`config.mk`:
```
export PLATFORM = sky130hd
export DESIGN_NAME = ld_st_mem_arbiter
export DESIGN_NICKNAME = d
export VERILOG_FILES = /design/src/rtl/ld_st_mem_arbiter.sv
export SDC_FILE = /design/constraint.sdc
export NUM_CORES = 1
export LEC_CHECK = 0
export CAP_MARGIN = 25
export CORE_MARGIN = 3
export CORE_UTILIZATION = 44
export CTS_CLUSTER_DIAMETER = 40
export DETAILED_ROUTE_END_ITERATION = 10
export GPL_TIMING_DRIVEN = 0
export PLACE_DENSITY = 0.8
export SETUP_SLACK_MARGIN = 0.15
export SYNTH_ARGS = -nofsm -noshare
export SYNTH_HDL_FRONTEND = slang
export SYNTH_SLANG_ARGS = --single-unit
export TNS_END_PERCENT = 100
```
`constraint.sdc`:
```
create_clock -name clk -period 4.67 [get_ports clk]
set_clock_uncertainty 0.05 [all_clocks]
set_input_delay 0.467 -clock clk [delete_from_list [all_inputs] [get_ports clk]]
set_output_delay 0.467 -clock clk [all_outputs]
set_load 0.01 [all_outputs]
```
`src/rtl/ld_st_mem_arbiter.sv`:
```
// Arbitrates the single D-cache port between the load FIFO head and the committed-store head.
// Optional performance counters are enabled with `define LDST_ARB_STATS_EN.
module ld_st_mem_arbiter #(
    parameter int ROB_IDX_W    = 5,
    parameter int PREG_W       = 6,
    parameter int STARVE_LIMIT = 4
) (
    input  logic                 clk,
    input  logic                 rst,
    input  logic                 flush,
    input  logic                 ld_valid,
    input  logic [31:0]          ld_addr,
    input  logic [2:0]           ld_funct3,
    input  logic [PREG_W-1:0]    ld_pd,
    input  logic [ROB_IDX_W-1:0] ld_rob,
    output logic                 ld_ren,
    input  logic                 st_valid,
    input  logic [31:0]          st_addr,
    input  logic [31:0]          st_wdata,
    input  logic [2:0]           st_funct3,
    output logic                 st_ren,
    output logic [31:0]          dmem_addr,
    output logic [3:0]           dmem_rmask,
    output logic [3:0]           dmem_wmask,
    output logic [31:0]          dmem_wdata,
    input  logic [31:0]          dmem_rdata,
    input  logic                 dmem_resp,
    output logic                 ld_done,
    output logic [PREG_W-1:0]    ld_done_pd,
    output logic [ROB_IDX_W-1:0] ld_done_rob,
    output logic [31:0]          ld_done_data,
    output logic                 busy
`ifdef LDST_ARB_STATS_EN
    ,
    output logic [31:0]          perf_ld_cnt,
    output logic [31:0]          perf_st_cnt,
    output logic [31:0]          perf_stall_cnt
`endif
);

    localparam int CNT_W = $clog2(STARVE_LIMIT + 1);
    localparam logic [CNT_W-1:0] STARVE_MAX = CNT_W'(STARVE_LIMIT);

    typedef enum logic [1:0] {
        S_IDLE    = 2'd0,
        S_LD_WAIT = 2'd1,
        S_ST_WAIT = 2'd2,
        S_DRAIN   = 2'd3
    } state_e;

    state_e                 state_q;
    logic [CNT_W-1:0]       starve_q, starve_d;
    logic [2:0]             funct3_q;
    logic [1:0]             off_q;
    logic [PREG_W-1:0]      pd_q;
    logic [ROB_IDX_W-1:0]   rob_q;
    logic [31:0]            dmem_addr_q, dmem_wdata_q, ld_done_data_q;
    logic [3:0]             dmem_rmask_q, dmem_wmask_q;
    logic                   ld_done_q;
    logic [PREG_W-1:0]      ld_done_pd_q;
    logic [ROB_IDX_W-1:0]   ld_done_rob_q;
    logic                   ld_elig_s, conflict_s, grant_ld_s, grant_st_s;

    function automatic logic [3:0] byte_mask(input logic [2:0] f3, input logic [1:0] o);
        logic [3:0] m;
        case (f3[1:0])
            2'b00:   m = 4'b0001 << o;
            2'b01:   m = 4'b0011 << {o[1], 1'b0};
            default: m = 4'hF;
        endcase
        return m;
    endfunction

    function automatic logic [31:0] load_extend(input logic [2:0] f3, input logic [31:0] rdata,
                                                input logic [1:0] o);
        logic [31:0] s;
        logic [31:0] r;
        s = rdata >> {o, 3'b000};
        case (f3)
            3'b000:  r = {{24{s[7]}}, s[7:0]};
            3'b001:  r = {{16{s[15]}}, s[15:0]};
            3'b100:  r = {24'd0, s[7:0]};
            3'b101:  r = {16'd0, s[15:0]};
            default: r = s;
        endcase
        return r;
    endfunction

    assign ld_elig_s  = ld_valid && !flush;
    assign conflict_s = st_valid && (st_addr[31:2] == ld_addr[31:2]);

    // Grant selection in IDLE: same-word conflict, then starvation relief, then stores first.
    always_comb begin
        grant_ld_s = 1'b0;
        grant_st_s = 1'b0;
        if (state_q == S_IDLE) begin
            if (conflict_s) begin
                grant_st_s = 1'b1;
            end else if ((starve_q == STARVE_MAX) && ld_elig_s) begin
                grant_ld_s = 1'b1;
            end else if (st_valid) begin
                grant_st_s = 1'b1;
            end else if (ld_elig_s) begin
                grant_ld_s = 1'b1;
            end else begin
                grant_ld_s = 1'b0;
            end
        end else begin
            grant_ld_s = 1'b0;
        end
    end

    // Starve counter next state: counts store wins over a waiting load.
    always_comb begin
        starve_d = starve_q;
        if (state_q == S_IDLE) begin
            if (grant_ld_s || !ld_valid) begin
                starve_d = '0;
            end else if (ld_elig_s && grant_st_s && (starve_q != STARVE_MAX)) begin
                starve_d = starve_q + CNT_W'(1);
            end else begin
                starve_d = starve_q;
            end
        end else begin
            starve_d = starve_q;
        end
    end

    // Starve counter register.
    always_ff @(posedge clk or posedge rst) begin
        if (rst) begin
            starve_q <= '0;
        end else begin
            starve_q <= starve_d;
        end
    end

    // Main FSM with registered memory request and load-completion outputs.
    always_ff @(posedge clk or posedge rst) begin
        if (rst) begin
            state_q        <= S_IDLE;
            funct3_q       <= 3'd0;
            off_q          <= 2'd0;
            pd_q           <= '0;
            rob_q          <= '0;
            dmem_addr_q    <= 32'd0;
            dmem_rmask_q   <= 4'd0;
            dmem_wmask_q   <= 4'd0;
            dmem_wdata_q   <= 32'd0;
            ld_done_q      <= 1'b0;
            ld_done_pd_q   <= '0;
            ld_done_rob_q  <= '0;
            ld_done_data_q <= 32'd0;
        end else begin
            ld_done_q <= 1'b0;
            case (state_q)
                S_IDLE: begin
                    if (grant_ld_s) begin
                        state_q      <= S_LD_WAIT;
                        funct3_q     <= ld_funct3;
                        off_q        <= ld_addr[1:0];
                        pd_q         <= ld_pd;
                        rob_q        <= ld_rob;
                        dmem_addr_q  <= {ld_addr[31:2], 2'b00};
                        dmem_rmask_q <= byte_mask(ld_funct3, ld_addr[1:0]);
                        dmem_wmask_q <= 4'd0;
                        dmem_wdata_q <= 32'd0;
                    end else if (grant_st_s) begin
                        state_q      <= S_ST_WAIT;
                        dmem_addr_q  <= {st_addr[31:2], 2'b00};
                        dmem_rmask_q <= 4'd0;
                        dmem_wmask_q <= byte_mask(st_funct3, st_addr[1:0]);
                        dmem_wdata_q <= st_wdata << {st_addr[1:0], 3'b000};
                    end else begin
                        state_q <= S_IDLE;
                    end
                end
                S_LD_WAIT: begin
                    if (dmem_resp) begin
                        state_q      <= S_IDLE;
                        dmem_addr_q  <= 32'd0;
                        dmem_rmask_q <= 4'd0;
                        if (!flush) begin
                            ld_done_q      <= 1'b1;
                            ld_done_pd_q   <= pd_q;
                            ld_done_rob_q  <= rob_q;
                            ld_done_data_q <= load_extend(funct3_q, dmem_rdata, off_q);
                        end else begin
                            ld_done_q <= 1'b0;
                        end
                    end else if (flush) begin
                        // Request stays on the port; the memory still owes a response.
                        state_q <= S_DRAIN;
                    end else begin
                        state_q <= S_LD_WAIT;
                    end
                end
                S_ST_WAIT, S_DRAIN: begin
                    if (dmem_resp) begin
                        state_q      <= S_IDLE;
                        dmem_addr_q  <= 32'd0;
                        dmem_rmask_q <= 4'd0;
                        dmem_wmask_q <= 4'd0;
                        dmem_wdata_q <= 32'd0;
                    end else begin
                        state_q <= state_q;
                    end
                end
                default: begin
                    state_q <= S_IDLE;
                end
            endcase
        end
    end

    assign ld_ren       = grant_ld_s;
    assign st_ren       = grant_st_s;
    assign dmem_addr    = dmem_addr_q;
    assign dmem_rmask   = dmem_rmask_q;
    assign dmem_wmask   = dmem_wmask_q;
    assign dmem_wdata   = dmem_wdata_q;
    assign ld_done      = ld_done_q;
    assign ld_done_pd   = ld_done_pd_q;
    assign ld_done_rob  = ld_done_rob_q;
    assign ld_done_data = ld_done_data_q;
    assign busy         = (state_q != S_IDLE);

`ifdef LDST_ARB_STATS_EN
    logic [31:0] perf_ld_cnt_q, perf_st_cnt_q, perf_stall_cnt_q;

    // Completion and stall counters; drained loads count as completed loads.
    always_ff @(posedge clk or posedge rst) begin
        if (rst) begin
            perf_ld_cnt_q    <= 32'd0;
            perf_st_cnt_q    <= 32'd0;
            perf_stall_cnt_q <= 32'd0;
        end else begin
            if (dmem_resp && ((state_q == S_LD_WAIT) || (state_q == S_DRAIN))) begin
                perf_ld_cnt_q <= perf_ld_cnt_q + 32'd1;
            end
            if (dmem_resp && (state_q == S_ST_WAIT)) begin
                perf_st_cnt_q <= perf_st_cnt_q + 32'd1;
            end
            if (ld_valid && ((state_q != S_IDLE) || (ld_elig_s && !grant_ld_s))) begin
                perf_stall_cnt_q <= perf_stall_cnt_q + 32'd1;
            end
        end
    end

    assign perf_ld_cnt    = perf_ld_cnt_q;
    assign perf_st_cnt    = perf_st_cnt_q;
    assign perf_stall_cnt = perf_stall_cnt_q;
`endif

endmodule

```
## Word-level counts from Yosys, hierarchy flattened

Index checks and enable logic that the tools add are counted.
Widths: inputs -> output; s select.

| storage, ports and cells | value |
|---|---|
| logic and storage cells | 95 |
| output and inout bits | 119 |
| register bits | 137 |
| input bits | 151 |

| operators by class | value |
|---|---|
| shift-type cells | 6 |
| add/subtract/negate cells | 1 |
| muxes and demuxes | 37 |
| reduce and logical (&&, ||, !) cells | 22 |
| eq/ne operators | 14 |
| bitwise logic cells | 1 |

Operator list:

| cell | count |
|---|---|
| $mux 32 | 5 |
| $pmux 32 s2 | 2 |
| $pmux 32 s4 | 1 |
| $pmux 4 s2 | 4 |
| $shl 32x5->32 | 1 |
| $shr 32x5->32 | 1 |
| $eq 30x30->1 | 1 |
| $mux 4 | 5 |
| $mux 1 | 12 |
| $mux 2 | 5 |
| $eq 3x3->1 const B | 3 |
| $shl 1x2->4 const A | 2 |
| $shl 2x2->4 const A | 2 |
| $eq 2x1->1 const B | 3 |
| $logic_not 2->1 | 3 |
| $mux 3 | 2 |
| $ne 3x3->1 const B | 2 |
| $pmux 2 s3 | 1 |
| $reduce_and 2->1 | 3 |
| $reduce_and 3->1 | 2 |
| $reduce_bool 2->1 | 3 |
| $logic_and 1x1->1 | 5 |
| $eq 2x2->1 const B | 2 |
| $add 3x1->3 const B | 1 |
| other kinds (9) | 10 |

## Depth between registers and ports, before layout

| logic depth | value |
|---|---|
| depth in word-level cells | 10 |
| depth in mapped cells | 9 |
| mapped depth without buffers | 8 |

## Worst setup path after synthesis

Ideal clock, no wire load.

| timing | value |
|---|---|
| path type | in2out |
| start | in ld_addr[25] |
| end | out st_ren |
| setup slack | 2.627 ns |
| data arrival time | 1.526 ns |
| cell stages on the path | 6 |
| data required time | 4.153 ns |
| path buffers | 0 |
| cells stage by stage | xnor2_1 -> nand4_1 -> nor4_4 -> a21oi_2 -> nand2b_4 -> inv_2 |

| between the ends | value |
|---|---|
| cells in the longest elaborated chain, start to end | 4 |

Ends and longest elaborated chain:

| item | RTL line | text |
|---|---|---|
| from (decl) | 12 | `input logic [31:0] ld_addr,` |
| $eq 30x30->1 | 90 | `assign conflict_s = st_valid && (st_addr[31:2] == ld_addr[31:2]);` |
| $logic_and 1x1->1 | 90 |  |
| $mux 1 | 97 | `if (conflict_s) begin` |
| $mux 1 | 96 | `if (state_q == S_IDLE) begin` |
| to (decl) | 21 | `output logic st_ren,` |

No other way between the ends.

## Worst setup path after layout

| timing | value |
|---|---|
| start | in st_addr[25] |
| end | out st_ren |

| between the ends | value |
|---|---|
| cells in the longest elaborated chain, start to end | 4 |

Ends and longest elaborated chain:

| item | RTL line | text |
|---|---|---|
| from (decl) | 18 | `input logic [31:0] st_addr,` |
| $eq 30x30->1 | 90 |  |
| $logic_and 1x1->1 | 90 |  |
| $mux 1 | 97 |  |
| $mux 1 | 96 |  |

No other way between the ends.

==> results.toml <==
[outcome]
outcome = "completed"

[place]
gp_congestion = 0.900
dp_hpwl_mm = 16.4
port_buffers = 265
place_area_sq_um = 9770
pre_cts_slack_ns = 1.34

[route]
drt_iter0_drc = 316
wire_per_inst_microns = 19.1
dr.pass1.iters = 7
viasPerCell = 5.44
vias = 6143
wl_mm = 21.6
drcViolationCount = 0
drtAntennaViolNets = 0

[setup_path]
reg2reg_depth = 6
reg2reg_slack_ns = 2.49
crit_path_end_kind = "primary output"
arrival_ns = 2.81
critPathKind = "in -> out"
crit_fanout = 10
worst_ep_required_time_ns = 4.15
start_kind = "input pin"

[clock_tree]
cts-resized-gates = 0
cts_buffers = 17
holdBufCountCts = 0
root_buffer = "clkbuf_16"
cts.path.max_buffers = 2
clock_sinks = 135
clk_pin_slew_ns = 0.06
worstSkewPairLatency_ns = 0.42
cts_tree = "done"
cts_setup_buffers = 0
cts_htree_levels = 4

[min_path]
holdPathStages = 2
worstHoldPathType = "reg -> reg"

[pwr]
leakage_nw = 4.55
p_per_area_nw_per_um2 = 491
peakVddDrop_uv = 297

[cells_and_area]
area_growth_pct = 51.7
nets = 1087
drive_above_1_share = 0.110
fin_area_sq_um = 10400
fillers = 1159
antennaDiodeCount = 0

[logic_synthesis]
synth_cell_type_count = 52
ys.flop_type = "dfrtp_1"
synth_async_sr_flop_share = 1.00
yosys_register_bits = 135
syn_area_sq_um = 6850
synth-warning-count = 0
synth_edf_count = 0
synthCells = 648
yosysSeqAreaShare = 0.493
synth_area_per_cell_sq_um = 10.6

[floorplanning]
num_rows = 44
floorplan.initialDensity = 0.461
io_pins = 270
core_area_sq_um = 14900
design.die.area_sq_um = 17100
die_h_microns = 131
die_w_microns = 131

[grt]
grt_overflow = 0
grt_pass1_wl_mm = 33.3
grt_pass1_vias = 6235
antenna_found_initial = 0
grt_start_max_net_pins = 84
grt_use_total = 0.256

[timing]
finalMaxSlewViolations = 0
period_share = 0.713
fin_ws_ns = 1.34
clock.fmax_ghz = 0.300
hold_viol = 0
tightest_slew_ns = 0.794
max_slew_margin = 0.471
setup_viol = 0
finalCriticalPeriod_ns = 3.33
rsz0062_at_grt = "no"

[flow_run]
maxCapViolCount = 0
[flip-flops by register name, indices dropped and copies added, names as in the netlist]
signal,count
ld_done,1
starve_q,3
ld_done_pd,6
rob_q,5
dmem_wdata,32
state_q,2
ld_done_data,32
funct3_q,3
dmem_wmask,4
dmem_addr,30
ld_done_rob,5
dmem_rmask,4
pd_q,6
off_q,2
[where the power goes]
| group | internal, mW | switching, mW | total (mW) |
|---|---|---|---|
| clock | 0.903 | 0.505 | 1.41 |
| combinational | 1.05 | 0.894 | 1.94 |
| sequential | 1.54 | 0.211 | 1.75 |
| total | 3.49 | 1.61 | 5.10 |
[cell type report]
class	count	area, sq um	share of cell area
buffer	42	243	0.0234
clock buffer	19	443	0.0426
clock inverter	12	178	0.0171
inverter	10	45.0	0.00433
multi-input combinational	462	3190	0.307
sequential	135	3380	0.325
tap	184	230	0.0222
timing repair buffer	266	2680	0.258
[cells by family after synthesis]
logic type,count (synthesis),synth area share
xor gates and xnor gates,30,0.0383
DFF,135,0.493
AOI/OAI and AO/OA,156,0.149
buffers and inverters,52,0.0413
and+or+nand+nor,174,0.122
muxes,98,0.152
adders and majority gates,2,0.00365
other,1,0.000547
[worst max-delay path: stages]
cell and delay (ns):
clkdlybuf4s50_1 0.50, xnor2_1 0.15, nand4_1 0.19, nor4_4 0.43, a21oi_2 0.15, nand2b_4 0.17
inv_2 0.17, clkdlybuf4s50_1 0.57
[path summary, 6_finish.rpt]
path | start | to
worst max-delay path | st_addr[25] | st_ren
worst min-delay path | dmem_wdata[15]$_DFFE_PP0P_ | dmem_wdata[15]$_DFFE_PP0P_
worst max register to register | state_q[0]$_DFFE_PP0P_ | ld_done_data[18]$_DFFE_PP0P_
worst min register to register | dmem_wdata[15]$_DFFE_PP0P_ | dmem_wdata[15]$_DFFE_PP0P_
max in group asynchronous | rst | ld_done_data[24]$_DFFE_PP0P_
min in group asynchronous | rst | dmem_wdata[2]$_DFFE_PP0P_
[placed cells by master, fill, tap and decap left out, types with 20 or more instances in the layout]
cell type	count
o21ai_0	36
xnor2_1	30
nor2_1	42
mux2_2	30
clkdlybuf4s50_1	265
a21oi_1	38
nand2_1	89
mux2i_1	63
o21ai_1	20
dfrtp_1	135
[cells in the mapped netlist, types with 8 or more instances]
cell,number,area (sq um)
buf_2,14,70.1
a211o_1,8,70.1
a22o_1,11,96.3
o21ai_0,36,180
nor2_1,42,158
o21ai_1,20,100
clkbuf_1,17,63.8
nand2_1,89,334
a32o_1,8,80.1
dfrtp_1,135,3380
a21oi_1,38,190
mux2_2,30,338
mux2i_1,63,631
o31ai_1,8,60.1
xnor2_1,30,263
nor2b_1,19,119
[routing by layer]
layer	vias up	routed length, microns	track usage
met5	-	0	0
met3	34	1820	0.0748
met4	0	486	0.0847
met1	2952	8460	0.312
li1	2850	-	-
met2	307	10800	0.437
[per-stage QoR]
step                power (mW)  cells  hold slack [ns]  utilization  setup TNS [ns]
finish                    5.10   1130            0.424        0.699               0
global route              5.38   1130            0.449        0.699               0
CTS                       5.14   1130            0.429        0.699               0
detailed placement        3.71   1099            0.416        0.657               0
global placement          3.66   1098            0.411        0.655         -204.60
floorplan                 2.64    649            0.425            -               0
Power figures use the tool's default switching activity.
